===== src/rtl/muldiv_pkg.sv =====
// muldiv_pkg: shared types and constants for the multicycle multiply/divide engine.
// Optional feature macro used by muldiv_unit: MULDIV_EARLY_TERM_EN.
package muldiv_pkg;

  typedef enum logic [1:0] {
    IDLE = 2'd0,
    RUN  = 2'd1,
    FIX  = 2'd2,
    DONE = 2'd3
  } state_t;

  localparam int WIDTH_DEFAULT = 32;

  // Signed all-ones so a size cast to any operand width stays all ones.
  localparam logic signed [WIDTH_DEFAULT-1:0] DBZ_QUOTIENT = '1;

  // Iteration counter must be able to hold the value WIDTH itself.
  function automatic int cnt_width(input int w);
    return $clog2(w) + 1;
  endfunction

  localparam int CNT_W_DEFAULT = cnt_width(WIDTH_DEFAULT);

endpackage


===== src/rtl/muldiv_sign_fix.sv =====
// muldiv_sign_fix: conditional two's-complement negate. Used as abs() on the
// operands on entry (neg = sign bit) and to restore signs on the results.
module muldiv_sign_fix #(
  parameter int W = 32
) (
  input  logic [W-1:0] value,
  input  logic         neg,
  output logic [W-1:0] fixed
);

  assign fixed = neg ? (~value + 1'b1) : value;

endmodule


===== src/rtl/muldiv_unit.sv =====
// muldiv_unit: multicycle signed WIDTHxWIDTH multiply / WIDTH/WIDTH divide with a
// start/busy/done handshake. Shift-add multiply and restoring divide on magnitudes,
// signs applied in a final FIX cycle.
// Optional feature: define MULDIV_EARLY_TERM_EN to let MUL leave RUN as soon as the
// remaining multiplier bits are all zero.
module muldiv_unit
  import muldiv_pkg::*;
#(
  parameter int WIDTH = WIDTH_DEFAULT
) (
  input  logic               clk,
  input  logic               rst,
  input  logic               start,
  input  logic               op_div,
  input  logic [WIDTH-1:0]   a,
  input  logic [WIDTH-1:0]   b,
  output logic               busy,
  output logic               done,
  output logic [2*WIDTH-1:0] result,
  output logic               div_by_zero
);

  localparam int CNT_W = cnt_width(WIDTH);
  localparam logic [WIDTH-1:0] DBZ_Q = WIDTH'(DBZ_QUOTIENT);

  state_t             state;
  logic [CNT_W-1:0]   cnt;
  logic               is_div;
  logic               sign_a;
  logic               sign_b;

  // Magnitudes are WIDTH+1 bits so that |most negative value| is representable.
  logic [WIDTH:0]     a_mag;
  logic [WIDTH:0]     b_mag;

  // Multiply datapath
  logic [2*WIDTH-1:0] acc;
  logic [2*WIDTH-1:0] mcand;
  logic [WIDTH:0]     mplier;

  // Divide datapath: quo starts as the dividend and fills with quotient bits
  logic [WIDTH:0]     divisor;
  logic [WIDTH-1:0]   rem;
  logic [WIDTH-1:0]   quo;
  logic [WIDTH:0]     rem_shift;
  logic [WIDTH:0]     diff;
  logic               q_bit;

  logic [2*WIDTH-1:0] prod_s;
  logic [WIDTH-1:0]   quo_s;
  logic [WIDTH-1:0]   rem_s;
  logic               accept;
  logic               last_iter;

  assign accept = (state == IDLE) && start;

  muldiv_sign_fix #(.W(WIDTH+1)) u_abs_a (
    .value ({a[WIDTH-1], a}),
    .neg   (a[WIDTH-1]),
    .fixed (a_mag)
  );

  muldiv_sign_fix #(.W(WIDTH+1)) u_abs_b (
    .value ({b[WIDTH-1], b}),
    .neg   (b[WIDTH-1]),
    .fixed (b_mag)
  );

  muldiv_sign_fix #(.W(2*WIDTH)) u_fix_prod (
    .value (acc),
    .neg   (sign_a ^ sign_b),
    .fixed (prod_s)
  );

  // On the divide-by-zero path quo still holds |a| and sign_b is 0,
  // so this instance reproduces the raw dividend for the high half.
  muldiv_sign_fix #(.W(WIDTH)) u_fix_quo (
    .value (quo),
    .neg   (sign_a ^ sign_b),
    .fixed (quo_s)
  );

  muldiv_sign_fix #(.W(WIDTH)) u_fix_rem (
    .value (rem),
    .neg   (sign_a),
    .fixed (rem_s)
  );

  // Restoring-divide trial subtract; the borrow (diff MSB) decides the quotient bit
  always_comb begin
    rem_shift = {rem, quo[WIDTH-1]};
    diff      = rem_shift - divisor;
    q_bit     = ~diff[WIDTH];
  end

  // Decide whether the current RUN edge is the final iteration
  always_comb begin
`ifdef MULDIV_EARLY_TERM_EN
    last_iter = (cnt == CNT_W'(WIDTH-1)) || (!is_div && (mplier[WIDTH:1] == '0));
`else
    last_iter = (cnt == CNT_W'(WIDTH-1));
`endif
  end

  // Control FSM: accepts requests, sequences iterations, registers the signed result
  always_ff @(posedge clk or posedge rst) begin
    if (rst) begin
      state       <= IDLE;
      cnt         <= '0;
      busy        <= 1'b0;
      done        <= 1'b0;
      result      <= '0;
      div_by_zero <= 1'b0;
      is_div      <= 1'b0;
      sign_a      <= 1'b0;
      sign_b      <= 1'b0;
    end else begin
      case (state)
        IDLE: begin
          if (start) begin
            is_div      <= op_div;
            sign_a      <= a[WIDTH-1];
            sign_b      <= b[WIDTH-1];
            busy        <= 1'b1;
            cnt         <= '0;
            div_by_zero <= 1'b0;
            state       <= (op_div && (b == '0)) ? DONE : RUN;
          end
        end
        RUN: begin
          cnt <= cnt + 1'b1;
          if (last_iter) state <= FIX;
        end
        FIX: begin
          result <= is_div ? {rem_s, quo_s} : prod_s;
          done   <= 1'b1;
          state  <= DONE;
        end
        DONE: begin
          if (done) begin
            done  <= 1'b0;
            busy  <= 1'b0;
            state <= IDLE;
          end else begin
            // Arrived straight from IDLE on a zero divisor: publish now
            result      <= {quo_s, DBZ_Q};
            div_by_zero <= 1'b1;
            done        <= 1'b1;
          end
        end
        default: state <= IDLE;
      endcase
    end
  end

  // Iteration datapath: load magnitudes on accept, one shift-add / trial-subtract per RUN edge
  always_ff @(posedge clk or posedge rst) begin
    if (rst) begin
      acc     <= '0;
      mcand   <= '0;
      mplier  <= '0;
      divisor <= '0;
      rem     <= '0;
      quo     <= '0;
    end else if (accept) begin
      acc     <= '0;
      mcand   <= {{(WIDTH-1){1'b0}}, a_mag};
      mplier  <= b_mag;
      divisor <= b_mag;
      rem     <= '0;
      quo     <= a_mag[WIDTH-1:0];
    end else if (state == RUN) begin
      if (is_div) begin
        rem <= q_bit ? diff[WIDTH-1:0] : rem_shift[WIDTH-1:0];
        quo <= {quo[WIDTH-2:0], q_bit};
      end else begin
        acc    <= acc + (mplier[0] ? mcand : '0);
        mcand  <= mcand << 1;
        mplier <= mplier >> 1;
      end
    end
  end

endmodule


===== config.mk =====
export PLATFORM = sky130hd
export DESIGN_NAME = muldiv_unit
export DESIGN_NICKNAME = d
export VERILOG_FILES = /design/src/rtl/muldiv_pkg.sv /design/src/rtl/muldiv_sign_fix.sv /design/src/rtl/muldiv_unit.sv
export SDC_FILE = /design/constraint.sdc
export NUM_CORES = 1
export LEC_CHECK = 0
export CAP_MARGIN = 20
export CORE_ASPECT_RATIO = 0.6
export CORE_MARGIN = 5
export CORE_UTILIZATION = 60
export CTS_CLUSTER_SIZE = 30
export DETAILED_ROUTE_END_ITERATION = 7
export DONT_BUFFER_PORTS = 1
export MAX_ROUTING_LAYER = met4
export PLACE_DENSITY = 0.8
export SYNTH_ARGS = -nofsm -noshare
export SYNTH_HDL_FRONTEND = slang
export SYNTH_SLANG_ARGS = --single-unit
export TNS_END_PERCENT = 30

===== constraint.sdc =====
create_clock -name clk -period 24.3 [get_ports clk]
set_input_delay 2.43 -clock clk [delete_from_list [all_inputs] [get_ports clk]]
set_output_delay 2.43 -clock clk [all_outputs]
set_load 0.05 [all_outputs]

## After elaboration in Yosys (flattened, before gate mapping)

Index checks and enable logic that the tools add are counted.

- Flip-flop bits (word level): 336
- Output and inout bits: 67
- Word-level logic and storage cells: 96

- $add $sub $neg: 8
- Equal/unequal tests: 9
- Muxes and demuxes: 40
- Bitwise operators: 7
- Reduce and logical (&&, ||, !) cells: 17

Operators by type and width:

| cell | count |
|---|---|
| two-way mux 64 bit | 10 |
| two-way mux 32 bit | 9 |
| two-way mux 33 bit | 5 |
| case mux 64 bit (2 select lines) | 1 |
| adder 33 x 1 -> 33 bit (second input constant) | 2 |
| inverter 33 bit | 2 |
| adder 32 x 1 -> 32 bit (second input constant) | 2 |
| adder 64 x 1 -> 64 bit (second input constant) | 1 |
| adder 64 bit | 1 |
| inverter 32 bit | 2 |
| inverter 64 bit | 1 |
| subtractor 33 bit | 1 |
| logical NOT 32 bit | 1 |
| case mux 6 bit (2 select lines) | 1 |
| AND reduction 2 bit | 5 |
| nonzero test 2 bit | 5 |
| AND reduction 3 bit | 3 |
| two-way mux 2 bit | 4 |
| inequality test 2 bit (second input constant) | 4 |
| case mux 2 bit (4 select lines) | 1 |
| adder 6 x 1 -> 6 bit (second input constant) | 1 |
| equality test 6 x 5 -> 1 bit (second input constant) | 1 |
| two-way mux 6 bit | 1 |
| case mux 1 bit (2 select lines) | 3 |
| other kinds (8) | 14 |

## Longest topological paths before layout

- Word-level depth: 5
- Gate-level depth with buffers: 16
- Gate-level depth less buffers: 14

## By module

A second synthesis with hierarchy kept.

- Cells, all modules: 3063
- Area, all modules: 25881.1 um^2

Modules (own cells, without submodules):

| module | instances | cells an instance | area each (um^2) | seq. area each (um^2) |
|---|---|---|---|---|
| muldiv_unit | 1 | 2445 | 20986.4 | 8408.1 |
| muldiv_sign_fix (u_abs_a ...) | 2 | 107 | 845.8 | 0.0 |
| muldiv_sign_fix (u_fix_prod) | 1 | 206 | 1649.1 | 0.0 |
| muldiv_sign_fix (u_fix_quo ...) | 2 | 99 | 777.0 | 0.0 |

## Worst setup path after synthesis

Ideal clock, no wire load.

- Kind: in2reg
- From: in b[17]
- To: reg divisor[29]
- Arrival: 4.632 ns
- Required time: 24.163 ns
- Path slack: 19.531 ns
- Stages on the path: 8
- Cells stage by stage: or4_1 or4_1 or4_1 nor2_1 nand2b_1 o31ai_1 xor2_1 a21oi_1

- Longest elaborated chain between the ends: 3

RTL lines:

| what | RTL line | source |
|---|---|---|
| start: declaration | muldiv_unit.sv:16 | `input logic [WIDTH-1:0] b,` |
| inverter 33 bit | muldiv_sign_fix.sv:11 | `assign fixed = neg ? (~value + 1'b1) : value;` |
| adder 33 x 1 -> 33 bit | muldiv_sign_fix.sv:11 |  |
| two-way mux 33 bit | muldiv_sign_fix.sv:11 |  |
| end signal: assignment | muldiv_unit.sv:169 | `divisor <= b_mag;` |
| end: declaration | muldiv_unit.sv:42 | `logic [WIDTH:0] divisor;` |

Every way passes these cells.
A chain may end at the register's enable or synchronous reset.

## Worst setup path in the final report

- From: reg quo[31]
- To: reg rem[18]

- Longest elaborated chain between the ends: 5

RTL lines:

| what | RTL line | source |
|---|---|---|
| start: declaration | muldiv_unit.sv:44 | `logic [WIDTH-1:0] quo;` |
| start signal: assignment | muldiv_unit.sv:171 | `quo <= a_mag[WIDTH-1:0];` |
| start signal: assignment | muldiv_unit.sv:175 | `quo <= {quo[WIDTH-2:0], q_bit};` |
| subtractor 33 bit | muldiv_unit.sv:92 | `diff = rem_shift - divisor;` |
| two-way mux 32 bit | muldiv_unit.sv:174 | `rem <= q_bit ? diff[WIDTH-1:0] : rem_shift[WIDTH-1:0];` |
| two-way mux 32 bit | muldiv_unit.sv:173 | `if (is_div) begin` |
| two-way mux 32 bit | muldiv_unit.sv:172 | `end else if (state == RUN) begin` |
| two-way mux 32 bit | muldiv_unit.sv:165 | `end else if (accept) begin` |
| end signal: assignment | muldiv_unit.sv:174 |  |
| end: declaration | muldiv_unit.sv:43 | `logic [WIDTH-1:0] rem;` |

Every way passes these cells. The select of a mux whose other input is x is not followed.

==> impl_metrics.tcl <==
set metrics [dict create \
    skew_ps 16.7 \
    grt_start_max_net_pins 128 \
    netSwitchingPower_uw 2330 \
    die_h_um 165 \
    p_seq_frac 0.297 \
    start_util 0.613 \
    die_w_um 269 \
    seq_area_mm2 0.00841 \
    cts_resized 0 \
    critPathMaxFanout 39 \
    slew_violations 0 \
    cp_common_cell "inv_1" \
    layout-drive-gt1-share 0.0401 \
    grt_antenna_before_repair 3 \
    synth_top_area_share 0.349 \
    first_global_vias 21400 \
    synth_common_cells "536 x nand2_1, 376 x a21oi_1, 336 x dfrtp_1" \
    multi_input_area_mm2 0.0148 \
    cts_sinks 336 \
    fin_crit_sh 0.204 \
    hpwl_mm 58.9 \
    tightestPinTransition_ps 1070 \
    row_count 56 \
    total_power_uw 4390 \
    fmax_ghz 0.202 \
    ys_async_sr_fraction 1.00 \
    post_cts_buffers 0 \
    first_pass_iters 6 \
    vias 23300 \
    path_cells "inv_1 > ha_1 > inv_1 > fa_1 > a21oi_1 > o211ai_1 > o2111ai_1 > o21ai_0 > nand4_1 > a21o_1 > a211oi_4 > buf_4 > nand2_1 > nor4_1 > nor2_1" \
    fillers 3288 \
    critPathKind "reg2reg" \
    final.setup.worst_slack_ps 19340 \
    p_comb_frac 0.570 \
    syn-cell-area_mm2 0.0241 \
    p_leak_uw 0.0112 \
    cap_violations 0 \
    synth_largest_area_cell "dfrtp_1" \
    hold_path.class "reg2reg" \
    synthFlopType "dfrtp_1" \
    rsz0062_at_grt "no" \
    seq_area_frac_synth 0.349 \
    hold_viol 0 \
    ir_drop_v 0.0000877 \
    worstPathRequired_ps 24720 \
    synth_most_common_cell "nand2_1" \
    run_status "complete, no violations" \
    core_mm2 0.0394 \
    cts_made_buffers 35 \
    syn_to_final_growth_pct 6.15 \
    clkSlewWorstSetupHoldPaths_ps 70 \
    cts-root-buf "clkbuf_16" \
    slowest_delay_ps 830 \
    synth-edff-count 0 \
    start_kind "flop" \
    htree_levels 2 \
    syn_avg_cell_area_um2 7.89 \
    dieArea_mm2 0.0444 \
    layout.nets 3119 \
    insertion_delay_ps 540 \
    track_usage 0.362 \
    powerDensity_mw_per_mm2 171 \
    cts_max_path_buffers 3 \
    slowest_stage "o21ai_0" \
    syn_nets 3233 \
    pin_count 135 \
    ys_seq_elements 336 \
    grt_pass1_wl_mm 124 \
    place_congestion 1.06 \
    overflow 0 \
    post-place-ws_ps 19140 \
    yosys_warnings 0 \
    vias_per_cell 6.67 \
    yosysUniqueCellTypes 80 \
    worstPathArrival_ps 5380 \
    drc 0 \
    ctsHoldBuffers 0 \
    slew_headroom 0.284 \
    synthCells 3058 \
    first_iter_violations 3653 \
    postRouteAntennaNets 0 \
    fin_setup_tns_ps 0 \
    p_clk_frac 0.133 \
    cp-end-kind "flop" \
    p_int_uw 2060 \
    synth_area_leaders "dfrtp_1 35%, nand2_1 8.3%, a21oi_1 7.8%" \
    wl_per_cell_um 22.8 \
    cts_tree "done" \
    fin_crit_ps 4960 \
    routed_wl_mm 79.7 \
    io_buffers 0 \
    setup_viol 0 \
    swShare 0.530 \
]
-- power groups by stage --
stage | sequential (µW) | combinational, µW | clock [µW]
3_3_place_gp | 1290 | 2340 | 0
4_1_cts | 1290 | 2420 | 583
3_5_place_dp | 1300 | 2410 | 0
6_report | 1310 | 2500 | 582
5_1_grt | 1330 | 2730 | 608
2_1_floorplan | 1150 | 1830 | 0
-- registers in the layout, indices dropped and copies added, names as in the netlist --
name         cells
acc             64
busy             1
cnt              6
div_by_zero      1
divisor         33
done             1
is_div           1
mcand           64
mplier          33
quo             32
rem             32
result          64
sign_a           1
sign_b           1
state            2
-- cell usage in the layout, fill, tap and decap left out, types with 21 or more instances in the layout --
master       n
a21o_1      39
a21oi_1    375
a31oi_1     83
and2_1      72
and3_1      52
buf_4       25
clkbuf_16   37
dfrtp_1    335
ha_1       105
inv_1       77
mux2i_1     35
nand2_1    534
nand2b_1    21
nand3_1     26
nand4_1     24
nor2_1     216
nor3_1      40
o21ai_0    220
o31ai_1     39
o41ai_1     24
or3_1       33
xnor2_1    127
xor2_1     128
-- worst max-delay path: cells and delay by family (launching register included) --
kind | cells | cell delay [ps]
buffers and inverters | 3 | 720
AND/OR/NAND/NOR | 4 | 1190
flip-flops | 1 | 480
adder cells (fa/ha/maj) | 2 | 470
AO/OA/AOI/OAI | 6 | 1950
-- through the flow --
step                hold WS, ps   util  instances  area [µm²]
global route                541  0.650       3492       25600
detailed placement          488  0.619       3428       24400
CTS                         507  0.650       3489       25600
global placement            468  0.619       3428       24400
floorplan                   452      -       3058       24100
finish                      505  0.650       3493       25600
-- metal layers --
| layer | part of all wire | wire length, µm | GRT usage | up-vias |
|---|---|---|---|---|
| li1 | - | - | - | 10600 |
| met1 | 0.44 | 35300 | 0.543 | 11200 |
| met2 | 0.39 | 31100 | 0.472 | 1430 |
| met3 | 0.15 | 11600 | 0.122 | 135 |
| met4 | 0.022 | 1720 | 0.0754 | 0 |
| met5 | 0 | 0 | - | - |
-- cell families after synthesis --
kind of cell	Yosys count	synth area share
and+or+nand+nor	1123	0.215
AOI/OAI and AO/OA	940	0.231
DFF	336	0.349
buffers and inverters	258	0.0409
xor gates and xnor gates	257	0.0933
adders and majority gates	107	0.0561
muxes	37	0.0155
-- cell type report --
| class | instances | area share |
|---|---|---|
| Timing Repair Buffer | 26 | 0.00811 |
| Sequential cell | 336 | 0.328 |
| Inverter | 81 | 0.0122 |
| Tap cell | 522 | 0.0255 |
| Multi-Input combinational cell | 2464 | 0.579 |
| Clock buffer | 51 | 0.0409 |
| Antenna cell | 3 | 0.000293 |
| Clock inverter | 10 | 0.00586 |
-- final timing paths --
| path | from | slack, ps | depth (start not counted) | endpoint |
|---|---|---|---|---|
| setup reg to reg | quo[31]$_DFFE_PP0P_ | 19340 | 15 | rem[18]$_DFFE_PP0P_ |
| setup / recovery | quo[31]$_DFFE_PP0P_ | 19340 | 15 | rem[18]$_DFFE_PP0P_ |
| max in group asynchronous | rst | 20370 | 3 | mcand[33]$_DFFE_PP0P_ |
| hold reg to reg | divisor[0]$_DFFE_PP0P_ | 500 | 2 | divisor[0]$_DFFE_PP0P_ |
| min in group asynchronous | rst | 1900 | 1 | state[0]$_DFFE_PP0P_ |
| hold / removal | divisor[0]$_DFFE_PP0P_ | 500 | 2 | divisor[0]$_DFFE_PP0P_ |
(Power assumes the default switching activity.)
